<file path="config.mk">
export PLATFORM = sky130hd
export DESIGN_NAME = serial_twos_comp_n_flat
export DESIGN_NICKNAME = d
export VERILOG_FILES = /design/src/rtl/serial_twos_comp_n_if.sv /design/src/rtl/serial_twos_comp_n.sv /design/src/flat_wrapper.sv
export SDC_FILE = /design/constraint.sdc
export NUM_CORES = 1
export LEC_CHECK = 0
export BUFFER_PORTS_ARGS = -buffer_cell sky130_fd_sc_hd__buf_2
export CAP_MARGIN = 20
export CORE_MARGIN = 2
export CORE_UTILIZATION = 52
export DETAILED_ROUTE_END_ITERATION = 16
export PLACE_DENSITY_LB_ADDON = 0.08
export RECOVER_POWER = 25
export SLEW_MARGIN = 0
export SYNTH_ARGS = -nofsm -noshare
export SYNTH_HDL_FRONTEND = slang
export SYNTH_SLANG_ARGS = --single-unit
</file>
<file path="constraint.sdc">
create_clock -name t_clock -period 2.1 [get_ports t_clock]
set_clock_uncertainty 0.2 [all_clocks]
set_input_delay 0.63 -clock t_clock [delete_from_list [all_inputs] [get_ports t_clock]]
set_output_delay 0.63 -clock t_clock [all_outputs]
set_load 0.05 [all_outputs]
</file>
<file path="src/rtl/serial_twos_comp_n_if.sv">
// Beat bundle for the multi-lane serial negator.
// Master drives the input beat; slave returns the registered result.
interface serial_twos_comp_n_if #(
    parameter int WIDTH    = 8,
    parameter int CHANNELS = 2
);
    logic                in_valid;
    logic                in_sof;
    logic [CHANNELS-1:0] in_bit;
    logic [CHANNELS-1:0] negate;
    logic                out_valid;
    logic [CHANNELS-1:0] out_bit;
    logic                out_last;
    logic [CHANNELS-1:0] ovf;

    modport master (
        output in_valid, in_sof, in_bit, negate,
        input  out_valid, out_bit, out_last, ovf
    );

    modport slave (
        input  in_valid, in_sof, in_bit, negate,
        output out_valid, out_bit, out_last, ovf
    );
endinterface

</file>
<file path="src/rtl/serial_twos_comp_n.sv">
// Word-framed, multi-lane, LSB-first serial two's-complement negator
// with per-word bypass and most-negative overflow flag; 1-cycle latency.
module serial_twos_comp_n #(
    parameter int WIDTH    = 8,
    parameter int CHANNELS = 2
) (
    input  logic                 t_clock,
    input  logic                 r_n,
    serial_twos_comp_n_if.slave  bus
);
    localparam int CW = $clog2(WIDTH);

    logic [CW-1:0]       r_idx;
    logic [CHANNELS-1:0] r_inv;
    logic [CHANNELS-1:0] r_neg;
    logic [CHANNELS-1:0] r_nz;
    logic                r_out_valid;
    logic [CHANNELS-1:0] r_out_bit;
    logic                r_out_last;
    logic [CHANNELS-1:0] r_ovf;

    logic [CW-1:0]       w_eidx;
    logic [CW-1:0]       w_idx_nxt;
    logic                w_first;
    logic                w_last;
    logic [CHANNELS-1:0] w_seek;
    logic [CHANNELS-1:0] w_neg;
    logic [CHANNELS-1:0] w_nz;
    logic [CHANNELS-1:0] w_out;
    logic [CHANNELS-1:0] w_inv_nxt;
    logic [CHANNELS-1:0] w_nz_nxt;
    logic [CHANNELS-1:0] w_ovf;

    // A sof beat is bit 0 whatever the counter says; partial words vanish.
    always_comb begin
        w_eidx    = bus.in_sof ? '0 : r_idx;
        w_first   = (w_eidx == '0);
        w_last    = (w_eidx == CW'(WIDTH - 1));
        w_idx_nxt = w_last ? '0 : w_eidx + CW'(1);
    end

    always_comb begin
        w_seek    = '0;
        w_neg     = '0;
        w_nz      = '0;
        w_out     = '0;
        w_inv_nxt = '0;
        w_nz_nxt  = '0;
        w_ovf     = '0;
        for (int c = 0; c < CHANNELS; c++) begin
            w_seek[c]    = w_first | ~r_inv[c];
            w_neg[c]     = w_first ? bus.negate[c] : r_neg[c];
            w_nz[c]      = ~w_first & r_nz[c];
            w_out[c]     = bus.in_bit[c] ^ (w_neg[c] & ~w_seek[c]);
            w_inv_nxt[c] = ~w_seek[c] | bus.in_bit[c];
            w_nz_nxt[c]  = w_nz[c] | bus.in_bit[c];
            w_ovf[c]     = w_last & w_neg[c] & bus.in_bit[c] & ~w_nz[c];
        end
    end

    always_ff @(posedge t_clock or negedge r_n) begin
        if (!r_n) begin
            r_idx       <= '0;
            r_inv       <= '0;
            r_neg       <= '0;
            r_nz        <= '0;
            r_out_valid <= 1'b0;
            r_out_bit   <= '0;
            r_out_last  <= 1'b0;
            r_ovf       <= '0;
        end else begin
            r_out_valid <= bus.in_valid;
            if (bus.in_valid) begin
                r_idx      <= w_idx_nxt;
                r_inv      <= w_inv_nxt;
                r_neg      <= w_neg;
                r_nz       <= w_nz_nxt;
                r_out_bit  <= w_out;
                r_out_last <= w_last;
                r_ovf      <= w_ovf;
            end
        end
    end

    assign bus.out_valid = r_out_valid;
    assign bus.out_bit   = r_out_bit;
    assign bus.out_last  = r_out_last;
    assign bus.ovf       = r_ovf;
endmodule

</file>
<file path="src/flat_wrapper.sv">
// flat-port wrapper written by rule: the top's interface ports become plain ports
module serial_twos_comp_n_flat 
#(
    parameter int WIDTH    = 8,
    parameter int CHANNELS = 2
)
  (t_clock, r_n, bus_in_valid, bus_in_sof, bus_in_bit, bus_negate, bus_out_valid, bus_out_bit, bus_out_last, bus_ovf);
  serial_twos_comp_n_if #(.WIDTH(WIDTH), .CHANNELS(CHANNELS)) bus_i ();
  input  logic t_clock;
  input  logic r_n;
  input wire logic [$bits(bus_i.in_valid)-1:0] bus_in_valid;
  input wire logic [$bits(bus_i.in_sof)-1:0] bus_in_sof;
  input wire logic [$bits(bus_i.in_bit)-1:0] bus_in_bit;
  input wire logic [$bits(bus_i.negate)-1:0] bus_negate;
  output wire logic [$bits(bus_i.out_valid)-1:0] bus_out_valid;
  output wire logic [$bits(bus_i.out_bit)-1:0] bus_out_bit;
  output wire logic [$bits(bus_i.out_last)-1:0] bus_out_last;
  output wire logic [$bits(bus_i.ovf)-1:0] bus_ovf;
  assign bus_i.in_valid = bus_in_valid;
  assign bus_i.in_sof = bus_in_sof;
  assign bus_i.in_bit = bus_in_bit;
  assign bus_i.negate = bus_negate;
  assign bus_out_valid = bus_i.out_valid;
  assign bus_out_bit = bus_i.out_bit;
  assign bus_out_last = bus_i.out_last;
  assign bus_ovf = bus_i.ovf;
  serial_twos_comp_n #(.WIDTH(WIDTH), .CHANNELS(CHANNELS)) u_core (.t_clock(t_clock), .r_n(r_n), .bus(bus_i));
endmodule
</file>
Yosys cells after proc, flatten, opt, wreduce, memory -nomap -nowiden
Cells that the tools add are included.
{ "op_classes": {"add_sub_neg": 1, "n_mul": 0, "div_mod_pow": 0, "order_cmp": 0, "eq_ne": 1, "shift": 0, "mux": 4, "bitwise": 25, "reduce_logical": 1} }
{ "ops": {"columns": ["cell", "n"], "rows": [
  ["1-bit AND", 10],
  ["1-bit inverter", 7],
  ["3-bit 2-to-1 mux", 2],
  ["1-bit bitwise OR", 6],
  ["3-bit by 1-bit adder with 3-bit output (second input constant)", 1],
  ["3-bit equality test (second input constant)", 1],
  ["3-bit zero test", 1],
  ["1-bit 2-to-1 mux", 2],
  ["1-bit XOR", 2]
]} }
{ "word_totals": {"register_bits": 15, "latchBits": 0, "ramBits": 0, "mem_bits_ro": 0, "input_bits": 8, "out_inout_bits": 6, "elab_cells": 40, "mem_count": 0} }

Depth between registers and ports, before layout
Gate-level depths: netlist of the first run.
{ "depth": {"word_depth": 6, "ltp_mapped": 7, "ltp_nobuf": 7} }

Worst setup path after synthesis of the first run
No wires, ideal clock.
{ "synth_path": {"path_kind": "input port to flip-flop", "startpoint": "input bus_in_sof", "endpoint": "register u_core.r_idx[2]", "arrival_ns": 1.484, "t_required_ns": 1.773, "slack_ns": 0.288, "cell_stages": 5, "cell_sequence": "nand2b_1 -> inv_1 -> ha_1 -> ha_1 -> mux2_1"} }
{ "synth_between": {"elab_chain_len": 3} }
{ "synth_rtl": {"columns": ["element", "line", "source"], "rows": [
  ["start, declared", "flat_wrapper.sv:12", "input wire logic [$bits(bus_i.in_sof)-1:0] bus_in_sof;"],
  ["3-bit 2-to-1 mux *", "serial_twos_comp_n.sv:36", "w_eidx = bus.in_sof ? '0 : r_idx;"],
  ["3-bit by 1-bit adder with 3-bit output / 3-bit equality test (equally long branches)", "serial_twos_comp_n.sv:39, serial_twos_comp_n.sv:38", null],
  ["3-bit 2-to-1 mux *", "serial_twos_comp_n.sv:39", "w_idx_nxt = w_last ? '0 : w_eidx + CW'(1);"],
  ["named net u_core.w_idx_nxt[2]", "serial_twos_comp_n.sv:23", "logic [CW-1:0] w_idx_nxt;"],
  ["end signal, assigned", "serial_twos_comp_n.sv:74", "r_idx <= w_idx_nxt;"],
  ["end, declared", "serial_twos_comp_n.sv:13", "logic [CW-1:0] r_idx;"]
]} }
The timed path passes the listed nets; every way through them passes the cells marked *.
A chain may end at the register's enable or synchronous reset.

Worst setup path after layout of the first run
{ "layout_path": {"startpoint": "register u_core.r_ovf[1], in the netlist u_core.bus.ovf[1]", "endpoint": "output bus_ovf[1]"} }
{ "layout_lines": {"columns": ["element", "line", "source"], "rows": [
  ["start, declared", "serial_twos_comp_n.sv:20", "logic [CHANNELS-1:0] r_ovf;"],
  ["start signal, assigned", "serial_twos_comp_n.sv:80", "r_ovf <= w_ovf;"],
  ["end, declared", "flat_wrapper.sv:18", "output wire logic [$bits(bus_i.ovf)-1:0] bus_ovf;"]
]} }
No word-level cell between the ends.

==> results of run 1 <==
[worst paths after layout]
kind	slack (ns)	endpoint	start
min	0.19	u_core.r_neg[0]$_DFFE_PN0P_	r_n
max in group asynchronous	1.02	u_core.r_idx[1]$_DFFE_PN0P_	r_n
min reg2reg	0.29	u_core.bus.ovf[0]$_DFFE_PN0P_	u_core.bus.ovf[0]$_DFFE_PN0P_
max reg2reg	0.49	u_core.bus.ovf[0]$_DFFE_PN0P_	u_core.r_idx[0]$_DFFE_PN0P_
max	0.37	bus_ovf[1]	u_core.bus.ovf[1]$_DFFE_PN0P_
min in group t_clock	0.29	u_core.bus.ovf[0]$_DFFE_PN0P_	u_core.bus.ovf[0]$_DFFE_PN0P_
[layer usage]
| metal | share of wire | global-route usage | up-vias | wire (um) |
|---|---|---|---|---|
| met2 | 0.45 | 0.268 | 10 | 615 |
| met3 | 0.038 | 0.0302 | 2 | 52 |
| li1 | - | - | 267 | - |
| met5 | 0 | 0 | - | 0 |
| met1 | 0.50 | 0.230 | 258 | 686 |
| met4 | 0.0044 | 0.0750 | 0 | 6 |
[per-stage QoR]
stage / std cells / setup WS [ns] / total power [W] / area [um^2]
detailed placement: 92 / 0.0892 / 0.000582 / 828
global route: 96 / 0.281 / 0.000787 / 855
floorplan: 65 / 0.288 / 0.000524 / 759
global placement: 92 / 0.104 / 0.000575 / 828
CTS: 96 / 0.362 / 0.000750 / 856
finish: 96 / 0.372 / 0.000741 / 855
[layout make-up]
cell class                 instances  share of cell area
clock buffer                       3              0.0264
clock inverter                     1             0.00586
inverter                           6              0.0264
multi-input combinational         42               0.397
tap                               15              0.0220
sequential                        15               0.439
timing repair buffer              14              0.0835
[registers in the layout (all words and copies together), names as in the netlist]
name,flops
u_core.r_idx,3
u_core.bus.out_bit,2
u_core.bus.ovf,2
u_core.r_inv,2
u_core.r_neg,2
u_core.r_nz,2
u_core.bus.out_last,1
u_core.bus.out_valid,1
[power breakdown]
part | internal, W | switching (W) | total (W)
Clock | 0.0000706 | 0.0000933 | 0.000164
Combinational | 0.0000820 | 0.000118 | 0.000200
Sequential | 0.000339 | 0.0000378 | 0.000377
[placed cells by master, fill, tap and decap left out]
cell	netlist	layout
a21oi_1	1	1
a22o_1	4	4
a31oi_1	2	2
and3_1	2	2
and4b_1	2	2
buf_2	0	12
buf_4	0	1
clkbuf_1	0	1
clkbuf_4	0	3
clkinv_2	0	1
dfrtp_1	15	15
ha_1	3	3
inv_1	6	6
mux2_1	3	3
mux2_4	2	2
nand2_1	2	2
nand2b_1	4	4
nand2b_4	1	1
nand3_1	4	4
nand3_4	1	1
nand4_1	4	4
nor2_1	1	1
nor2b_1	2	2
o2111ai_1	2	2
o21ai_0	2	2
[synth_stat cells]
library cell / n / area share
a21oi_1: 1 / 0.0066
mux2_4: 2 / 0.040
nand2b_4: 1 / 0.018
nand2_1: 2 / 0.0099
nor2_1: 1 / 0.0049
dfrtp_1: 15 / 0.49
mux2_1: 3 / 0.044
o2111ai_1: 2 / 0.023
and4b_1: 2 / 0.026
nand3_1: 4 / 0.026
a22o_1: 4 / 0.046
ha_1: 3 / 0.049
nor2b_1: 2 / 0.016
inv_1: 6 / 0.030
nand4_1: 4 / 0.033
a31oi_1: 2 / 0.016
o21ai_0: 2 / 0.013
nand2b_1: 4 / 0.033
and3_1: 2 / 0.016
buf_6: 2 / 0.030
nand3_4: 1 / 0.023
[cell families after synthesis]
group                    after synthesis  share of synthesized area
adder cells (fa/ha/maj)                3                     0.0494
multiplexers                           5                     0.0840
AO/OA/AOI/OAI                         11                      0.105
buffers and inverters                  8                     0.0593
flip-flops                            15                      0.494
AND/OR/NAND/NOR                       23                      0.208
==> impl_metrics.env, run 1 <==
export IMPL_clock_sinks=15
export IMPL_drive_gt1_frac=0.259
export IMPL_globalRouteTotalUtil=0.171
export IMPL_antenna_found_initial=0
export IMPL_crit_path_end_kind="primary output"
export IMPL_syn_area_per_cell_um2=11.7
export IMPL_ant_nets=0
export IMPL_die_x_um=42.2
export IMPL_hold_viol=0
export IMPL_postSynthCellCount=65
export IMPL_ys_types=21
export IMPL_p_leak_nw=0.463
export IMPL_wl_per_cell_um=14.2
export IMPL_clkTransAtPathRegs_ns=0.09
export IMPL_peakVddDrop_uv=510
export IMPL_fin_util=0.641
export IMPL_cp_required_ns=1.27
export IMPL_maxCapViolCount=0
export IMPL_place_hpwl_um=950
export IMPL_grt_pass1_wl_um=2280
export IMPL_diodes=0
export IMPL_port_buffers=13
export IMPL_gp_congestion=0.775
export IMPL_crit_chain="buf_2"
export IMPL_cp_max_fo=2
export IMPL_core_area_mm2=0.00133
export IMPL_dr_first_iter_drc_count=17
export IMPL_drtPass1Iterations=4
export IMPL_die_y_um=42.2
export IMPL_clockRootBuffer="clkbuf_4"
export IMPL_clock_latency_ns=0.28
export IMPL_finalSetupViolCount=0
export IMPL_syn_nets=76
export IMPL_seqCellArea_um2=375
export IMPL_cts_hold_buf=0
export IMPL_io_pins=14
export IMPL_area_delta_synth_final_pct=12.5
export IMPL_layout_nets=93
export IMPL_fin_crit_sh=0.823
export IMPL_grt_max_degree=24
export IMPL_dieArea_mm2=0.00178
export IMPL_slew_headroom=0.478
export IMPL_status="completed"
export IMPL_whs_ns=0.195
export IMPL_num_fill_cells=113
export IMPL_htree_levels=1
export IMPL_drc=0
export IMPL_ys_seq_area_frac=0.494
export IMPL_tns_ns=0
export IMPL_numCtsBuffers=3
export IMPL_finalWirelength_um=1360
export IMPL_ys_warn_count=0
export IMPL_max_stage_delay_ns=0.36
export IMPL_cpMaxStageDelayCell="dfrtp_1"
export IMPL_synth_seq_cells=15
export IMPL_reg2regPathDepth=7
export IMPL_syn_cell_area_um2=759
export IMPL_path_class="flop to primary output"
export IMPL_num_rows=13
export IMPL_vias=537
export IMPL_cp_depth=1
export IMPL_worstMarginPinSlew_ns=0.783
export IMPL_arrival_ns=0.90
export IMPL_cts_resized=0
export IMPL_initial_core_util=0.569
export IMPL_vias_per_cell=5.59
export IMPL_min_path_type="input pin to asynchronous set/reset pin"
export IMPL_slew_viol_final=0
export IMPL_crit_family="flip-flops"
export IMPL_multi_input_area_um2=339
export IMPL_rsz0062_at_grt="false"
export IMPL_crit_buf_inv=1
export IMPL_cts_buffer_depth=2
export IMPL_cp_start_kind="flop"
export IMPL_first_global_vias=505
export IMPL_cts_tree="yes"
export IMPL_fin_crit_ns=1.73
export IMPL_post_cts_repair_setup_buffers=0
export IMPL_power_density_mw_per_mm2=867
export IMPL_max_freq_mhz=579
export IMPL_gr_total_overflow=0
(Power assumes the default switching activity.)
==> inputs of run 2 (changes only) <==
==> constraint.sdc (replaced) <==
create_clock -name t_clock -period 1.7 [get_ports t_clock]
set_clock_uncertainty 0.2 [all_clocks]
set_input_delay 0.51 -clock t_clock [delete_from_list [all_inputs] [get_ports t_clock]]
set_output_delay 0.51 -clock t_clock [all_outputs]
set_load 0.05 [all_outputs]
==> impl_metrics.env, run 2 (synthesized netlist as in run 1, its figures left out) <==
export IMPL_max_freq_mhz=619
export IMPL_die_x_um=42.2
export IMPL_cp_max_fo=2
export IMPL_num_rows=13
export IMPL_clock_sinks=15
export IMPL_cp_required_ns=0.99
export IMPL_numCtsBuffers=3
export IMPL_io_pins=14
export IMPL_cp_start_kind="flop"
export IMPL_peakVddDrop_uv=643
export IMPL_finalWirelength_um=1460
export IMPL_grt_pass1_wl_um=2470
export IMPL_drive_gt1_frac=0.311
export IMPL_cts_buffer_depth=2
export IMPL_clkTransAtPathRegs_ns=0.09
export IMPL_globalRouteTotalUtil=0.186
export IMPL_final_cell_mix="dfrtp_1, buf_2, buf_4"
export IMPL_area_delta_synth_final_pct=21.3
export IMPL_layout_nets=102
export IMPL_initial_core_util=0.569
export IMPL_first_global_vias=580
export IMPL_gp_congestion=0.760
export IMPL_fin_crit_sh=0.950
export IMPL_cts_tree="yes"
export IMPL_cpMaxStageDelayCell="dfrtp_1"
export IMPL_place_hpwl_um=1050
export IMPL_top_register="u_core.r_idx"
export IMPL_p_leak_nw=0.501
export IMPL_finalSetupViolCount=0
export IMPL_vias=580
export IMPL_status="completed"
export IMPL_setup_slack_ns=0.0852
export IMPL_crit_family="flip-flops"
export IMPL_clockRootBuffer="clkbuf_4"
export IMPL_path_class="flop to primary output"
export IMPL_min_path_type="input pin to flop"
export IMPL_max_stage_delay_ns=0.36
export IMPL_gr_total_overflow=0
export IMPL_largest_reg_flops=3
export IMPL_maxCapViolCount=0
export IMPL_p_total_w=0.000936
export IMPL_hold_viol=0
export IMPL_arrival_ns=0.90
export IMPL_dieArea_mm2=0.00178
export IMPL_worstMarginPinSlew_ns=0.411
export IMPL_pre_cts_ws_ns=-0.179
export IMPL_rsz0062_at_grt="false"
export IMPL_core_area_mm2=0.00133
export IMPL_dr_first_iter_drc_count=13
export IMPL_crit_path_end_kind="primary output"
export IMPL_antenna_found_initial=0
export IMPL_multi_input_area_um2=339
export IMPL_seqCellArea_um2=375
export IMPL_layout_commonest_cell="dfrtp_1"
export IMPL_die_y_um=42.2
export IMPL_crit_buf_inv=1
export IMPL_grt_max_degree=16
export IMPL_wl_per_cell_um=13.9
export IMPL_drc=0
export IMPL_drtPass1Iterations=4
export IMPL_slew_viol_final=0
export IMPL_num_fill_cells=108
export IMPL_fin_util=0.690
export IMPL_clock_latency_ns=0.28
export IMPL_cts_resized=0
export IMPL_slew_headroom=0.726
export IMPL_port_buffers=13
export IMPL_crit_chain="buf_2"
export IMPL_htree_levels=1
export IMPL_vias_per_cell=5.52
export IMPL_power_density_mw_per_mm2=1020
export IMPL_ant_nets=0
export IMPL_diodes=0
export IMPL_fin_crit_ns=1.61
run 2: changes by cell type in the layout (fill, tap and decap cells not counted):
cell	before	now
buf_4	1	8
dlygate4sd3_1	0	1
clkbuf_1	1	2
clkbuf_2	0	1
buf_2	12	11
run 2: worst reg2reg max path, delay by kind of cell (launching register included):
kind,cells,cell delay (ns)
AOI/OAI and AO/OA,1,0.10
adders and majority gates,2,0.39
buffers and inverters,1,0.05
DFF,1,0.38
and+or+nand+nor,3,0.37
run 2: power breakdown:
group	switching, W	internal [W]
combinational	0.000150	0.000123
sequential	0.0000451	0.000419
clock	0.000111	0.0000872
total	0.000306	0.000629
run 2: stage by stage:
step | TNS [ns] | instances | instance area [um^2] | hold WS [ns]
after detailed placement | -1.03 | 100 | 888 | 0.228
after floorplan | 0 | 65 | 759 | 0.0144
final | 0 | 105 | 921 | 0.278
after global placement | -0.675 | 100 | 888 | 0.227
after CTS | 0 | 105 | 926 | 0.268
after global routing | 0 | 105 | 921 | 0.275
run 2: worst paths after layout:
kind | from | endpoint | slack, ns | cells after the start
min in group asynchronous | r_n | u_core.r_neg[0]$_DFFE_PN0P_ | 0.49 | 2
hold reg to reg | u_core.bus.ovf[0]$_DFFE_PN0P_ | u_core.bus.ovf[0]$_DFFE_PN0P_ | 0.29 | 2
max in group asynchronous | r_n | u_core.r_nz[1]$_DFFE_PN0P_ | 0.55 | 2
setup / recovery | u_core.bus.out_last$_DFFE_PN0P_ | bus_out_last | 0.09 | 1
hold / removal | bus_negate[1] | u_core.r_neg[1]$_DFFE_PN0P_ | 0.28 | 2
setup reg to reg | u_core.r_idx[1]$_DFFE_PN0P_ | u_core.bus.ovf[0]$_DFFE_PN0P_ | 0.09 | 7
run 2: timing repair:
item / in CTS / in global routing
setup buffers: 0 / 0
hold endpoints to repair: 15 / 0
hold buffers: 1 / 0
run 2: metal layers:
| layer | part of all wire | global-route usage | vias up |
|---|---|---|---|
| met5 | 0 | 0 | - |
| li1 | - | - | 286 |
| met1 | 0.48 | 0.230 | 276 |
| met4 | 0.0082 | 0.0938 | 0 |
| met3 | 0.050 | 0.0259 | 2 |
| met2 | 0.46 | 0.314 | 16 |
run 2: final cells by class:
type                    count  share of cell area
clock buffers               3              0.0245
clock inverters             1             0.00543
inverters                   6              0.0245
multi-input cells          42               0.368
flip-flops and latches     15               0.408
well taps                  15              0.0204
repair buffers             23               0.149
==> inputs of run 3 (changes only) <==
--- a/config.mk
+++ b/config.mk
@@ -5,10 +5,12 @@
 export SDC_FILE = /design/constraint.sdc
 export NUM_CORES = 1
 export LEC_CHECK = 0
+export ABC_AREA = 1
 export BUFFER_PORTS_ARGS = -buffer_cell sky130_fd_sc_hd__buf_2
 export CAP_MARGIN = 20
+export CORE_ASPECT_RATIO = 0.7
 export CORE_MARGIN = 2
-export CORE_UTILIZATION = 52
+export CORE_UTILIZATION = 25
 export DETAILED_ROUTE_END_ITERATION = 16
 export PLACE_DENSITY_LB_ADDON = 0.08
 export RECOVER_POWER = 25
==> impl_metrics.env, run 3 <==
export IMPL_synth_edff_count=0
export IMPL_core_area_mm2=0.00282
export IMPL_status="completed"
export IMPL_hold_viol=0
export IMPL_syn_area_per_cell_um2=8.31
export IMPL_diodes=0
export IMPL_crit_family="flip-flops"
export IMPL_fin_crit_sh=0.922
export IMPL_final_cell_mix="nand2_1, dfrtp_1, inv_1, buf_2, buf_4"
export IMPL_gp_congestion=0.730
export IMPL_fin_crit_ns=1.57
export IMPL_place_hpwl_um=1170
export IMPL_die_x_um=69.4
export IMPL_maxCapViolCount=0
export IMPL_dp_cells=143
export IMPL_grt_max_degree=16
export IMPL_synth_area_leaders="dfrtp_1, nand2_1, inv_1"
export IMPL_clock_latency_ns=0.24
export IMPL_vias=600
export IMPL_drtPass1Iterations=4
export IMPL_crit_path_end_kind="primary output"
export IMPL_ys_warn_count=0
export IMPL_synth_seq_cells=15
export IMPL_async_flop_share=1.00
export IMPL_postSynthCellCount=90
export IMPL_drc=0
export IMPL_rsz0062_at_grt="false"
export IMPL_cpMaxStageDelayCell="dfrtp_1"
export IMPL_first_global_vias=612
export IMPL_initial_core_util=0.265
export IMPL_io_pins=14
export IMPL_die_y_um=49.8
export IMPL_ant_nets=0
export IMPL_ys_types=17
export IMPL_num_rows=16
export IMPL_crit_chain="buf_2"
export IMPL_min_path_type="flop to flop"
export IMPL_port_buffers=13
export IMPL_max_freq_mhz=638
export IMPL_syn_cell_area_um2=748
export IMPL_path_class="flop to primary output"
export IMPL_num_fill_cells=310
export IMPL_power_density_mw_per_mm2=968
export IMPL_layout_commonest_cell="nand2_1"
export IMPL_gr_total_overflow=0
export IMPL_p_total_w=0.000911
export IMPL_drive_gt1_frac=0.268
export IMPL_cp_required_ns=0.99
export IMPL_synth_top_cell_area_share=0.502
export IMPL_wl_per_cell_um=10.4
export IMPL_numCtsBuffers=3
export IMPL_tns_ns=0
export IMPL_peakVddDrop_uv=514
export IMPL_post_route_cell_area_um2=941
export IMPL_final_cells=148
export IMPL_dieArea_mm2=0.00345
export IMPL_slew_viol_final=0
export IMPL_dr_first_iter_drc_count=22
export IMPL_dpl_instance_area_um2=885
export IMPL_seqCellArea_um2=375
export IMPL_cp_start_kind="flop"
export IMPL_cts_tree="yes"
export IMPL_ys_seq_area_frac=0.502
export IMPL_ys_flop_type="dfrtp_1"
export IMPL_yosys_area_top_type="dfrtp_1"
export IMPL_worstMarginPinSlew_ns=0.556
export IMPL_ys_top_cells_by_count="nand2_1, dfrtp_1, inv_1, nor2_1, o21ai_0"
export IMPL_synth_most_common_cell="nand2_1"
export IMPL_slew_headroom=0.630
export IMPL_syn_nets=101
export IMPL_arrival_ns=0.86
export IMPL_r2r_slack_ns=0.18
export IMPL_multi_input_area_um2=312
export IMPL_p_leak_nw=0.541
export IMPL_globalRouteTotalUtil=0.105
export IMPL_cts_buffer_depth=2
export IMPL_largest_reg_flops=3
export IMPL_finalSetupViolCount=0
export IMPL_top_register="u_core.r_idx"
export IMPL_htree_levels=1
export IMPL_clockRootBuffer="clkbuf_8"
export IMPL_cp_max_fo=2
export IMPL_layout_nets=124
export IMPL_vias_per_cell=4.05
export IMPL_clkTransAtPathRegs_ns=0.06
export IMPL_crit_buf_inv=1
export IMPL_grt_pass1_wl_um=2830
export IMPL_area_delta_synth_final_pct=25.8
export IMPL_finalWirelength_um=1540
export IMPL_antenna_found_initial=0
export IMPL_clock_sinks=15
export IMPL_max_stage_delay_ns=0.35
==> run 3: cell types whose count changed after synthesis, moves of 4 or more <==
cell / delta
inv_1: +5
nand2_1: +32
a22o_1: -4
nand2b_1: -4
nor2_1: +4
==> run 3: kinds of logic (layout without fill, tap and decap cells) <==
logic type | count (synthesis) | count (layout) | share of synthesized area
and+or+nand+nor | 50 | 50 | 0.316
DFF | 15 | 15 | 0.502
AOI/OAI and AO/OA | 7 | 7 | 0.0468
adders and majority gates | 3 | 3 | 0.0502
buffers and inverters | 15 | 37 | 0.0853
==> run 3: worst paths after layout <==
kind	start	endpoint	cells after the start
max reg2reg	u_core.r_idx[1]$_DFFE_PN0P_	u_core.bus.out_bit[1]$_DFFE_PN0P_	9
max	u_core.bus.ovf[1]$_DFFE_PN0P_	bus_ovf[1]	1
min in group asynchronous	r_n	u_core.bus.out_valid$_DFF_PN0_	2
max in group asynchronous	r_n	u_core.bus.ovf[0]$_DFFE_PN0P_	2
min reg2reg	u_core.bus.out_last$_DFFE_PN0P_	u_core.bus.out_last$_DFFE_PN0P_	2
min	u_core.bus.out_last$_DFFE_PN0P_	u_core.bus.out_last$_DFFE_PN0P_	2
==> run 3: what timing repair did <==
| action | CTS | global route |
|---|---|---|
| hold endpoints to repair | 15 | 0 |
| gates resized for setup | 0 | 1 |
| hold buffers | 1 | 0 |
| setup endpoints to repair | 0 | 1 |
| setup buffers | 0 | 0 |
==> run 3: cell type report <==
| class | count | share of cell area |
|---|---|---|
| flip-flops and latches | 15 | 0.399 |
| multi-input cells | 60 | 0.331 |
| clock buffers | 4 | 0.0479 |
| repair buffers | 19 | 0.118 |
| well taps | 36 | 0.0479 |
| inverters | 14 | 0.0559 |
==> run 3: stage by stage <==
step	setup WS, ns	hold slack [ns]	util
2_1_floorplan	0.129	0.0144	-
3_3_place_gp	-0.109	0.248	0.313
3_5_place_dp	-0.119	0.244	0.313
4_1_cts	0.114	0.277	0.333
5_1_grt	0.0242	0.308	0.333
6_report	0.133	0.271	0.333
==> run 3: power breakdown <==
group | internal [W] | total (W) | switching (W) | leakage (nW)
logic | 0.0000672 | 0.000191 | 0.000124 | 0.335
registers | 0.000401 | 0.000433 | 0.0000324 | 0.184
clock network | 0.000166 | 0.000287 | 0.000121 | 0.0228
total | 0.000634 | 0.000911 | 0.000277 | 0.541
==> run 3: layer usage <==
metal,routed length [um],GRT usage,vias to the layer above
met4,0,0.0196,0
met1,822,0.146,272
li1,-,-,318
met5,0,0,-
met2,643,0.154,10
met3,74,0.0450,0
